[config.mk]
export PLATFORM = sky130hd
export DESIGN_NAME = prefix_sub_pipe
export DESIGN_NICKNAME = d
export VERILOG_FILES = /design/src/rtl/prefix_pkg.sv /design/src/rtl/prefix_gp_cell.sv /design/src/rtl/prefix_sub_pipe.sv
export SDC_FILE = /design/constraint.sdc
export NUM_CORES = 1
export LEC_CHECK = 0
export CORE_AREA = 4 4 92 94
export CTS_BUF_LIST = sky130_fd_sc_hd__clkbuf_2 sky130_fd_sc_hd__clkbuf_4 sky130_fd_sc_hd__clkbuf_8
export CTS_CLUSTER_DIAMETER = 80
export DETAILED_ROUTE_END_ITERATION = 8
export DIE_AREA = 0 0 96 98
export PLACE_DENSITY_LB_ADDON = 0.08
export SYNTH_ARGS = -nofsm -noshare
export SYNTH_HDL_FRONTEND = slang
export SYNTH_SLANG_ARGS = --single-unit
export TNS_END_PERCENT = 20
[constraint.sdc]
create_clock -name clk -period 2 [get_ports clk]
set_input_delay 0.4 -clock clk [delete_from_list [all_inputs] [get_ports clk]]
set_output_delay 0.4 -clock clk [all_outputs]
set_load 0.02 [all_outputs]
[src/rtl/prefix_pkg.sv]
// rtl/prefix_pkg.sv - shared width limits and prefix-depth helper for the subtractor pipe
package prefix_pkg;

  localparam int MIN_WIDTH = 4;
  localparam int MAX_WIDTH = 32;

  function automatic bit width_legal(input int w);
    return (w >= MIN_WIDTH) && (w <= MAX_WIDTH) && ((w & (w - 1)) == 0);
  endfunction

  // Number of combine levels needed for a prefix span of w bits.
  function automatic int levels(input int w);
    int n;
    n = 0;
    while ((1 << n) < w) n = n + 1;
    return n;
  endfunction

endpackage

[src/rtl/prefix_gp_cell.sv]
// rtl/prefix_gp_cell.sv - (G,P) combine cell of the parallel-prefix carry network
module prefix_gp_cell (
  input  logic gi,
  input  logic pi,
  input  logic gj,
  input  logic pj,
  output logic g,
  output logic p
);

  assign g = gi | (pi & gj);
  assign p = pi & pj;

endmodule

[src/rtl/prefix_sub_pipe.sv]
// rtl/prefix_sub_pipe.sv - 3-stage a-b subtractor with Kogge-Stone carries and valid/ready flow
module prefix_sub_pipe
  import prefix_pkg::*;
#(
  parameter int WIDTH = 8
) (
  input  logic             clk,
  input  logic             rst,
  input  logic             in_valid,
  output logic             in_ready,
  input  logic [WIDTH-1:0] a,
  input  logic [WIDTH-1:0] b,
  output logic             out_valid,
  input  logic             out_ready,
  output logic [WIDTH-1:0] diff,
  output logic             borrow,
  output logic             ovf,
  output logic             zero
);

  localparam int LEVELS = levels(WIDTH);

  logic             v1, v2, v3;
  logic             en1, en2, en3;
  logic [WIDTH-1:0] g_in, p_in;
  logic [WIDTH-1:0] g1, p1;
  logic [WIDTH-1:0] c2, p2;
  logic [WIDTH-1:0] d3;
  logic [WIDTH-1:0] gl [0:LEVELS];
  logic [WIDTH-1:0] pl [0:LEVELS];
  logic             unused_p;

  assign en3      = ~v3 | out_ready;
  assign en2      = ~v2 | en3;
  assign en1      = ~v1 | en2;
  assign in_ready = en1 & ~rst;
  assign out_valid = v3;

  // Carry-in of 1 is folded into bit 0 as its generate, so the network needs no extra position.
  always_comb begin
    p_in    = a ^ ~b;
    g_in    = a & ~b;
    g_in[0] = g_in[0] | p_in[0];
  end

  always_ff @(posedge clk) begin
    if (rst) begin
      v1 <= 1'b0;
    end else if (en1) begin
      v1 <= in_valid;
      if (in_valid) begin
        g1 <= g_in;
        p1 <= p_in;
      end
    end
  end

  assign gl[0] = g1;
  assign pl[0] = p1;

  for (genvar l = 0; l < LEVELS; l++) begin : g_lvl
    for (genvar i = 0; i < WIDTH; i++) begin : g_bit
      if (i >= (1 << l)) begin : g_cell
        prefix_gp_cell u_cell (
          .gi (gl[l][i]),
          .pi (pl[l][i]),
          .gj (gl[l][i-(1<<l)]),
          .pj (pl[l][i-(1<<l)]),
          .g  (gl[l+1][i]),
          .p  (pl[l+1][i])
        );
      end else begin : g_pass
        assign gl[l+1][i] = gl[l][i];
        assign pl[l+1][i] = pl[l][i];
      end
    end
  end

  // Final-level group propagate has no consumer.
  assign unused_p = ^pl[LEVELS];

  always_ff @(posedge clk) begin
    if (rst) begin
      v2 <= 1'b0;
    end else if (en2) begin
      v2 <= v1;
      if (v1) begin
        c2 <= gl[LEVELS];
        p2 <= p1;
      end
    end
  end

  assign d3 = p2 ^ {c2[WIDTH-2:0], 1'b1};

  always_ff @(posedge clk) begin
    if (rst) begin
      v3     <= 1'b0;
      diff   <= '0;
      borrow <= 1'b0;
      ovf    <= 1'b0;
      zero   <= 1'b0;
    end else if (en3) begin
      v3 <= v2;
      if (v2) begin
        diff   <= d3;
        borrow <= ~c2[WIDTH-1];
        ovf    <= c2[WIDTH-1] ^ c2[WIDTH-2];
        zero   <= ~|d3;
      end
    end
  end

endmodule

==> results of run 1 <==
-- cell usage in the layout (no fill, tap or decap), types with 2 or more instances in the layout --
cell,instances
buf_12,2
dfxtp_1,14
o21ai_1,2
a211oi_2,10
xnor2_1,8
ha_1,8
a21o_1,3
clkbuf_8,5
nand2_1,4
inv_1,10
clkdlybuf4s50_1,31
a31oi_1,2
edfxtp_1,32
nor2_1,14
and2_1,2
nand3_1,2
a21oi_1,8
nand2b_1,2
buf_4,3
-- metrics by stage --
stage / hold WS (ns) / setup TNS (ns) / area (um2)
after global routing: 0.443 / 0 / 2450
after CTS: 0.440 / 0 / 2450
after global placement: 0.415 / -0.255 / 2340
after detailed placement: 0.417 / -0.298 / 2340
final: 0.433 / 0 / 2450
after floorplan: 0.400 / 0 / 1850
-- worst max-delay path: cells and delay by family --
kind / cells / cell delay, ns
buffers and inverters: 2 / 0.66
AO/OA/AOI/OAI: 1 / 0.21
AND/OR/NAND/NOR: 1 / 0.18
-- state kept, by name, indices dropped and copies added, names as in the netlist --
name	flops
g1	8
ovf	1
v1	1
out_valid	1
c2	8
p1	8
zero	1
borrow	1
p2	8
diff	8
v2	1
-- layer usage --
layer  share of wire, %  vias up  GRT usage [%]
li1                   -      550              -
met1                 48      478           9.13
met2                 45       26           10.1
met3                5.8        5           2.77
met4                2.0        0           2.95
met5                  0        -              0
-- kinds of logic after synthesis --
| kind of cell | count (synthesis) |
|---|---|
| compound gates | 27 |
| xor+xnor | 8 |
| fa+ha+maj | 8 |
| buf+inv | 13 |
| flops | 46 |
| simple gates | 29 |
-- final cells by class --
class / instances / area (um2)
clock buffer: 6 / 76.3
clock inverter: 2 / 37.5
fill: 769 / 5200
inverter: 10 / 37.5
multi-input combinational: 72 / 549
sequential: 46 / 1240
tap: 102 / 128
timing repair buffer: 37 / 378
-- how the worst min path moves through the flow --
stage	start	to	slack, ns
floorplan	p1[0]	p2[0]	0.40
global placement	p1[0]	p2[0]	0.42
detailed placement	p1[0]	p2[0]	0.42
CTS	p1[0]	p2[0]	0.44
global route	p1[0]	p2[0]	0.44
finish	p1[0]	p2[0]	0.43
-- repair_timing --
item | CTS | global route
hold buffers | 0 | 0
endpoints found under the setup margin | 1 | 1
resized for setup | 2 | 2
-- power breakdown --
group          total (mW)  internal, mW  switching (mW)
Sequential           1.09          1.07          0.0241
Combinational       0.180        0.0961          0.0843
Clock               0.697         0.386           0.311
Total                1.97          1.55           0.419
==> summary.md, run 1 <==
| Metric | Value |
|---|---|
| Clock skew | 0.00469 ns |
| Final ANT Viol Nets | 0 |
| Core footprint | roughly 7600 um2 |
| CP max stage delay | between 0.4 and 0.5 ns |
| Synth async-reset ratio | 0% |
| Chip Height | about 98 um |
| Max_cap viols | 0 |
| Number of synthesized flops with an enable pin | 32 |
| Yosys top cell area share | between 50 and 60% |
| HPWL after DPL | 2290 um |
| Clk_lat worst skew | approximately 0.3 ns |
| Reg-to-Reg Start | p1[1] |
| Critical path data required time | ~1.6 ns |
| Setup Crit Path Kind | in2out |
| Max Clk Rate | 0.543 GHz |
| Hold path depth | 0 |
| H-tree depth | 2 |
| Final setup vio count | 0 |
| Routed vias | between 1000 and 1500 |
| Slew headroom | between 70% and 80% |
| Slack of the worst reg-to-reg path | 0.57 ns |
| Vias/cell | a little under 4 |
| Post-Syn Nets | about 160 |
| Outcome | finished, final reports clean |
| Placer congestion estimate | ~0.8 |
| Setup bufs post-CTS | 0 |
| Max Buffers Root-to-Sink | 2 |
| Iter 0 DRT Violations | 28 |
| GRT Total Usage | about 7.0% |
| Worst Tran Pin Value | around 0.34 ns |
| Clk sink count | 46 |
| Util after Layout | 32.0% |
| Final Hold Fails | 0 |
| # nets final | 200 |
| XOR/XNOR Fraction of Synth Area | 3.78% |
| PwrDens | between 800 and 900 nW/um2 |
| Ys flop type | edfxtp_1 |
| Reg2reg end | c2[7] |
| Inst Count DP | 267 |
| Final min period | ~1.8 ns |
| Yosys warns | 0 |
| Crit-path slowest cell | clkdlybuf4s50_1 |
| Setup crit start kind | input port |
| Root Buffer | clkbuf_8 |
| IO Port Bufs | 32 |
| Synth Register Bits | between 40 and 50 |
| # IOs | 33 |
| Worst Setup EP | in_ready |
| Cells after Synth | ~130 |
| Largest family of logic cells by synthesized area | compound AO/OA/AOI/OAI gates |
| Post-synthesis mux area share | 0% |
| Starting Density | between 20% and 30% |
| Pre-antenna DRT Iters | 4 |
| Leakage | 0.847 nW |
| Synth cell count leaders | edfxtp_1, dfxtp_1, nor2_1 |
| Number of distinct library cells after synthesis | 25 |
| Finished Layout Cells | 275 |
| Fin crit share | between 90 and 100% |
| Antenna Cells | 0 |
| Overall Power | roughly 2.0 mW |
| Reg2Reg Depth | 4 |
| Setup slack after layout | 0.157 ns |
| Setup crit start | out_ready |
| First-pass GRT wire length | between 5000 and 6000 um |
| Critical path endpoint category | output pin |
| Initial antenna violation count | 0 |
| VDD IR max | roughly 0.24 mV |
| Synth Area in Compound Gates | about 12% |
| Worst-path clk slew | 0.09 ns |
| Layout cells sized above 1 | between 15 and 20% |
| Sequential area share after synthesis | between 60% and 70% |
| Synth Area in Simple Gates | 8.18% |
| RSZ-0062 raised after global routing | no |
| Synth Area per Inst | ~14 um2 |
| Arr. time, crit path | approximately 1.4 ns |
| Critical-path cell list | clkdlybuf4s50_1 > and2b_4 > a31oi_1 > clkbuf_2 |
| DP Worst Slack | -0.298 ns |
| # DRC | 0 |
| Largest net degree at the start of global routing | 22 |
| Grt total ovfl | 0 |
| Row count | 32 |
| Hold Path Class | reg2reg |
| Adder-cell share of the synthesized area | under 10% |
| Synthesized area | between 1500 and 2000 um2 |
| CTS Buf Count | 5 |
| Die area | 9410 um2 |
| Most common cell in the synthesized netlist | edfxtp_1 |
| Largest cells by area after synthesis | edfxtp_1, dfxtp_1, a211oi_2, ha_1, xnor2_1 |
| Vias in the first global route | roughly 1000 |
| Cell taking the most area after synthesis | edfxtp_1 |
| Avg WL per Cell | 11.3 um |
| Worst-path fanout max | 2 |
| Routed wire length | between 3000 and 4000 um |
| TritonCTS clock tree | done |
| Die width | ~96 um |
| Max-slew violations | 0 |
| Area Growth Syn to Fin | 32.2% |
(Power assumes the default switching activity.)
==> run 2, diff against run 1 <==
--- a/config.mk
+++ b/config.mk
@@ -10,6 +10,7 @@
 export CTS_CLUSTER_DIAMETER = 80
 export DETAILED_ROUTE_END_ITERATION = 8
 export DIE_AREA = 0 0 96 98
+export HOLD_SLACK_MARGIN = 0.02
 export PLACE_DENSITY_LB_ADDON = 0.08
 export SYNTH_ARGS = -nofsm -noshare
 export SYNTH_HDL_FRONTEND = slang
==> results of run 2 <==
Same layout as run 1: the final DEF is identical, and so are final timing and power.
